### src/rtl/cpu_mem_arbiter.sv
// Round-robin arbiter sharing one single-port memory between the CPU fetch
// and data ports, with a watchdog that aborts stalled memory accesses.
module cpu_mem_arbiter #(
  parameter int unsigned AW      = 32,
  parameter int unsigned DW      = 32,
  parameter int unsigned TIMEOUT = 15
) (
  input  logic          clk,
  input  logic          reset,
  input  logic          i_req,
  input  logic [AW-1:0] i_addr,
  output logic [DW-1:0] i_rdata,
  output logic          i_valid,
  input  logic          d_req,
  input  logic          d_we,
  input  logic [AW-1:0] d_addr,
  input  logic [DW-1:0] d_wdata,
  output logic [DW-1:0] d_rdata,
  output logic          d_valid,
  output logic          err,
  output logic          m_req,
  output logic          m_we,
  output logic [AW-1:0] m_addr,
  output logic [DW-1:0] m_wdata,
  input  logic [DW-1:0] m_rdata,
  input  logic          m_ready,
  output logic          busy
);

  typedef enum logic [1:0] {IDLE, BUSY, DONE} state_t;
  typedef enum logic {GNT_I, GNT_D} port_t;

  localparam logic [7:0] CNT_LAST = 8'(TIMEOUT - 1);

  state_t        state, state_n;
  port_t         last_gnt, last_gnt_n;
  port_t         owner, owner_n;
  logic [7:0]    cnt, cnt_n;
  logic          grant_d;
  logic          m_req_n, m_we_n, busy_n, err_n;
  logic          i_valid_n, d_valid_n;
  logic [AW-1:0] m_addr_n;
  logic [DW-1:0] m_wdata_n, i_rdata_n, d_rdata_n;

  always_ff @(posedge clk or negedge reset) begin
    if (!reset) begin
      state    <= IDLE;
      last_gnt <= GNT_D;
      owner    <= GNT_I;
      cnt      <= '0;
      m_req    <= 1'b0;
      m_we     <= 1'b0;
      m_addr   <= '0;
      m_wdata  <= '0;
      i_rdata  <= '0;
      i_valid  <= 1'b0;
      d_rdata  <= '0;
      d_valid  <= 1'b0;
      err      <= 1'b0;
      busy     <= 1'b0;
    end else begin
      state    <= state_n;
      last_gnt <= last_gnt_n;
      owner    <= owner_n;
      cnt      <= cnt_n;
      m_req    <= m_req_n;
      m_we     <= m_we_n;
      m_addr   <= m_addr_n;
      m_wdata  <= m_wdata_n;
      i_rdata  <= i_rdata_n;
      i_valid  <= i_valid_n;
      d_rdata  <= d_rdata_n;
      d_valid  <= d_valid_n;
      err      <= err_n;
      busy     <= busy_n;
    end
  end

  always_comb begin
    state_n    = state;
    last_gnt_n = last_gnt;
    owner_n    = owner;
    cnt_n      = cnt;
    grant_d    = 1'b0;
    m_req_n    = m_req;
    m_we_n     = m_we;
    m_addr_n   = m_addr;
    m_wdata_n  = m_wdata;
    i_rdata_n  = i_rdata;
    d_rdata_n  = d_rdata;
    i_valid_n  = 1'b0;
    d_valid_n  = 1'b0;
    err_n      = 1'b0;

    case (state)
      IDLE: begin
        if (i_req || d_req) begin
          // Data wins only when alone or when instruction was served last.
          grant_d    = d_req && (!i_req || last_gnt == GNT_I);
          owner_n    = grant_d ? GNT_D : GNT_I;
          last_gnt_n = grant_d ? GNT_D : GNT_I;
          m_addr_n   = grant_d ? d_addr : i_addr;
          m_we_n     = grant_d && d_we;
          m_wdata_n  = d_wdata;
          m_req_n    = 1'b1;
          cnt_n      = '0;
          state_n    = BUSY;
        end
      end
      BUSY: begin
        if (m_ready) begin
          m_req_n = 1'b0;
          m_we_n  = 1'b0;
          if (owner == GNT_D) begin
            d_valid_n = 1'b1;
            if (!m_we) d_rdata_n = m_rdata;
          end else begin
            i_valid_n = 1'b1;
            i_rdata_n = m_rdata;
          end
          state_n = DONE;
        end else if (cnt == CNT_LAST) begin
          m_req_n = 1'b0;
          m_we_n  = 1'b0;
          err_n   = 1'b1;
          if (owner == GNT_D) begin
            d_valid_n = 1'b1;
            d_rdata_n = '0;
          end else begin
            i_valid_n = 1'b1;
            i_rdata_n = '0;
          end
          state_n = DONE;
        end else begin
          cnt_n = cnt + 8'd1;
        end
      end
      DONE: begin
        cnt_n   = '0;
        state_n = IDLE;
      end
      default: state_n = IDLE;
    endcase

    busy_n = (state_n != IDLE);
  end

endmodule

### config.mk
export PLATFORM = sky130hd
export DESIGN_NAME = cpu_mem_arbiter
export DESIGN_NICKNAME = d
export VERILOG_FILES = /design/src/rtl/cpu_mem_arbiter.sv
export SDC_FILE = /design/constraint.sdc
export NUM_CORES = 1
export LEC_CHECK = 0
export CELL_PAD_IN_SITES_DETAIL_PLACEMENT = 0
export CELL_PAD_IN_SITES_GLOBAL_PLACEMENT = 1
export CORE_UTILIZATION = 28
export CTS_BUF_LIST = sky130_fd_sc_hd__clkbuf_8
export DETAILED_ROUTE_END_ITERATION = 7
export HOLD_SLACK_MARGIN = 0.15
export PLACE_DENSITY_LB_ADDON = 0.25
export SYNTH_ARGS = -nofsm -noshare
export SYNTH_HDL_FRONTEND = slang
export SYNTH_SLANG_ARGS = --single-unit
### constraint.sdc
create_clock -name clk -period 2.6 [get_ports clk]
set_input_delay 0.26 -clock clk [delete_from_list [all_inputs] [get_ports clk]]
set_output_delay 0.26 -clock clk [all_outputs]
set_load 0.01 [all_outputs]
Word level (Yosys, flattened, before mapping). Cells that the tools add are included.

Output and inout bits: 134. Input port bits: 134. Register bits after elaboration: 146.

Equal/unequal tests: 8. Reductions and logical operators: 15. Bitwise gates (word level): 2. $add $sub $neg: 1. Mux-type cells: 36.

Operators by type and width (count): 2-to-1 mux 32 bit (10); 2-to-1 mux 8 bit (3); one-hot mux 8 bit (3 select lines) (1); 2-to-1 mux 1 bit (16); adder 8 x 1 -> 8 bit (second input constant) (1); == test 8 x 4 -> 1 bit (second input constant) (1); inequality test 2 bit (second input constant) (4); AND reduction 4 bit (2); 2-to-1 mux 2 bit (3); AND reduction 3 bit (2); nonzero test 2 bit (3); one-hot mux 1 bit (2 select lines) (2); one-hot mux 2 bit (2 select lines) (1); inequality test 3 bit (second input constant) (1); nonzero test 3 bit (1); == test 2 x 1 -> 1 bit (second input constant) (1); == test 2 bit (second input constant) (1); logical AND 1 bit (2); zero test 2 bit (1); logical OR 1 bit (2); inverter 1 bit (2); AND reduction 2 bit (1); zero test 1 bit (1).

Depth between registers and ports, before layout.
Depth in word-level cells: 6. Gate-level depth with buffers: 8. Gate-level depth less buffers: 6.

Least setup slack after synthesis. No wires, ideal clock.

Kind: flip-flop to flip-flop. Start point: reg cnt[0]. End point: reg i_rdata[18]. Required time: 2.479 ns. Period minus slack after synthesis: 1.834 ns. Stages on the path, launching flop included: 9. Slack: 0.766 ns. Buffers on the path: 2. Data arrival time: 1.713 ns. Path through: dfrtp_1 inv_1 ha_1 nor3b_4 a21oi_2 or3_1 buf_6 buf_8 a22o_1.

Word-level cells in the longest chain between the ends: 3.

RTL lines: from (decl) (line 38) `logic [7:0] cnt, cnt_n;`; from (signal assigned) (line 65) `cnt <= cnt_n;`; == test 8 x 4 -> 1 bit (line 122) `end else if (cnt == CNT_LAST) begin`; nonzero test 2 bit (no source line); AND reduction 3 bit (no source line); to (signal assigned) (line 70) `i_rdata <= i_rdata_n;`; to (decl) (line 12) `output logic [DW-1:0] i_rdata,`.

No other way between the ends. A chain may end at the register's enable or synchronous reset.

Final worst setup path.
Start point: reg cnt[0]. End point: reg d_rdata[13].

Word-level cells in the longest chain between the ends: 3.

RTL lines: == test 8 x 4 -> 1 bit (line 122); nonzero test 2 bit (no source line); AND reduction 4 bit (no source line); to (signal assigned) (line 72) `d_rdata <= d_rdata_n;`; to (decl) (line 18) `output logic [DW-1:0] d_rdata,`.

No other way between the ends.

==> flow_metrics.env <==
export IMPL_worst_slack_ns=0.320
export IMPL_io_pins=268
export IMPL_pwr_share_clk_pct=17.6
export IMPL_place_congestion=0.747
export IMPL_rows=52
export IMPL_antenna_found_initial=0
export IMPL_grt_pass1_wl_um=26000
export IMPL_clock_path_buffers=2
export IMPL_period_minus_slack_ns=2.28
export IMPL_start_util_pct=28.6
export IMPL_drc=0
export IMPL_min_path_type="primary input to async pin"
export IMPL_ant_nets=0
export IMPL_area_growth_synth_to_final_pct=58.4
export IMPL_clkTransAtPathRegs_ns=0.09
export IMPL_drtPass1Iterations=4
export IMPL_ir_drop_mv=0.523
export IMPL_postCtsSetupBuffers=0
export IMPL_finClkSkew_ns=0.0177
export IMPL_crit_arrival_ns=2.60
export IMPL_synth_flop_cell="dfrtp_1"
export IMPL_fp_coreArea_um2=20300
export IMPL_p_int_mw=6.90
export IMPL_p_leak_nw=3.96
export IMPL_rsz0062_at_grt="no"
export IMPL_finalNonFillerCells=983
export IMPL_grt_max_degree=104
export IMPL_drt_first_iter_violations=131
export IMPL_numCtsBuffers=17
export IMPL_p_per_area_nw_per_um2=1140
export IMPL_critPathCaptureType="register"
export IMPL_dp_cells=950
export IMPL_h_tree_depth=4
export IMPL_clk_latency_ns=0.44
export IMPL_syn_cell_area_um2=5800
export IMPL_setup_viol=0
export IMPL_fp_dieW_um=146
export IMPL_gr_usage_all_layers_pct=15.9
export IMPL_drive_above_1_share_pct=12.1
export IMPL_cts_resized=0
export IMPL_switching_share_pct=33.9
export IMPL_vias=4534
export IMPL_place_ws_ns=0.282
export IMPL_ys_async_sr_fraction_pct=100
export IMPL_power_switching_mw=3.54
export IMPL_numPortBuffers=267
export IMPL_synth_edff_count=0
export IMPL_dieHeight_um=146
export IMPL_worst_slew_pin_slew_ns=0.762
export IMPL_max_freq_mhz=439
export IMPL_hold_viol_final=0
export IMPL_critPathMaxFanout=24
export IMPL_finalCritPeriodShare_pct=87.7
export IMPL_drv_slew=0
export IMPL_diodes=0
export IMPL_cap_violations=0
export IMPL_vias_per_cell=4.61
export IMPL_syn_avg_cell_area_um2=13.3
export IMPL_syn_inst=435
export IMPL_wire_per_inst_um=16.9
export IMPL_tritoncts="done"
export IMPL_yosysWarnings=0
export IMPL_clockRootBuffer="clkbuf_8"
export IMPL_crit_type="register to register"
export IMPL_finalWirelength_um=16600
export IMPL_grt_pass1_vias=4654
export IMPL_worstSetupStartpointType="register"
export IMPL_synthesis_nets=571
export IMPL_p_comb_share_pct=45.2
export IMPL_gr_total_overflow=0
export IMPL_dp_hpwl_um=11900
export IMPL_seqPwrFrac_pct=37.3
export IMPL_relSlewSlack_pct=49.0
export IMPL_ys_ff_latch=146
export IMPL_hold_buffers=1
export IMPL_layout_nets=836
export IMPL_die_area_um2=21300
export IMPL_cts_sinks=146
export IMPL_run_status="complete, no violations"
export IMPL_yosysUniqueCellTypes=45
export IMPL_required_ns=2.92
export IMPL_fin_tns_setup_ns=0
export IMPL_ys_seq_area_share_pct=63.0
==> worst max-delay path: stages (launching register included) <==
cell and delay, ns:
dfrtp_1 0.45, inv_1 0.08, ha_1 0.16, or3b_1 0.38, nor3_1 0.20, o211ai_1 0.34
buf_4 0.35, a22o_1 0.21
==> cell usage in the layout, fill, tap and decap left out, types with 2 or more instances in the layout <==
master and instances:
clkdlybuf4s50_1 266, dfrtp_1 145, a22o_1 65, nand2_1 39
mux2i_1 34, o21ai_0 34, mux2_2 34, clkbuf_8 18
nor2_1 6, nor3_1 5, buf_4 5, and3_1 4
inv_6 4, inv_1 3, nand3_1 3, inv_8 3
clkinv_4 3, buf_12 3, ha_1 2, clkinv_8 2
==> flip-flops by register name (all words and copies together) (netlist names) <==
| register | flops |
|---|---|
| m_we | 1 |
| d_valid | 1 |
| last_gnt | 1 |
| busy | 1 |
| i_valid | 1 |
| cnt | 8 |
| i_rdata | 32 |
| err | 1 |
| m_req | 1 |
| owner | 1 |
| m_addr | 32 |
| state | 2 |
| m_wdata | 32 |
| d_rdata | 32 |
==> final timing paths <==
path	cells after the start	start	slack, ns	endpoint
min in group clk	2	d_wdata[0]	0.42	m_wdata[0]$_DFFE_PN0P_
max in group asynchronous	3	reset	1.43	m_addr[12]$_DFFE_PN0P_
worst min-delay path	2	reset	0.35	i_rdata[3]$_DFFE_PN0P_
worst max-delay path	7	cnt[0]$_DFFE_PN0P_	0.32	d_rdata[13]$_DFFE_PN0P_
worst max register to register	7	cnt[0]$_DFFE_PN0P_	0.32	d_rdata[13]$_DFFE_PN0P_
worst min register to register	2	m_addr[2]$_DFFE_PN0P_	0.48	m_addr[2]$_DFFE_PN0P_
==> stage by stage <==
stage / utilization, % / power [mW] / hold WS [ns] / instance area [µm²]
final: 45.3 / 10.4 / 0.352 / 9190
after global routing: 45.3 / 11.1 / 0.361 / 9190
after CTS: 45.3 / 10.6 / 0.351 / 9190
after detailed placement: 43.2 / 8.70 / 0.270 / 8770
after global placement: 43.2 / 8.63 / 0.259 / 8770
after floorplan: - / 5.96 / -0.0356 / 5800
==> Yosys cell counts, types with 2 or more instances <==
cell type    n  area (µm²)
dfrtp_1    145        3630
a22o_1      65         569
nand2_1     39         146
o21ai_0     35         175
mux2_2      34         383
mux2i_1     34         340
clkbuf_1    17        63.8
buf_2        9        45.0
nor2_1       6        22.5
nor3_1       5        25.0
and3_1       4        25.0
buf_8        3        45.0
inv_1        3        11.3
nand3_1      3        15.0
a21boi_0     2        15.0
ha_1         2        25.0
==> cells by family (layout without fill, tap and decap cells) <==
family                     Yosys count  after routing  share of synthesized area [%]
adders and majority gates            2              2                          0.431
DFF                                146            146                           63.0
and+or+nand+nor                     69             69                           5.97
muxes                               69             69                           12.7
buffers and inverters               34            312                           3.10
AOI/OAI and AO/OA                  115            115                           14.9
==> power groups by stage <==
| stage | Combinational (mW) | Clock [mW] | Sequential (mW) |
|---|---|---|---|
| 2_1_floorplan | 1.63 | 0 | 4.33 |
| 3_3_place_gp | 4.73 | 0 | 3.90 |
| 3_5_place_dp | 4.77 | 0 | 3.93 |
| 4_1_cts | 4.80 | 1.92 | 3.90 |
| 5_1_grt | 5.07 | 2.02 | 4.03 |
| 6_report | 4.72 | 1.83 | 3.89 |
==> final cells by class <==
class	count	area, µm²
fillers	1912	11100
flip-flops and latches	146	3650
repair buffers	276	2780
multi-input cells	255	1990
well taps	270	338
clock buffers	18	248
clock inverters	14	165
inverters	4	15.0
==> routing by layer <==
layer | track usage (%) | share of wire, %
met5 | 0 | 0
met4 | 6.04 | 1.6
met3 | 7.02 | 11
met2 | 24.0 | 46
met1 | 20.0 | 42
(Power assumes the default switching activity.)
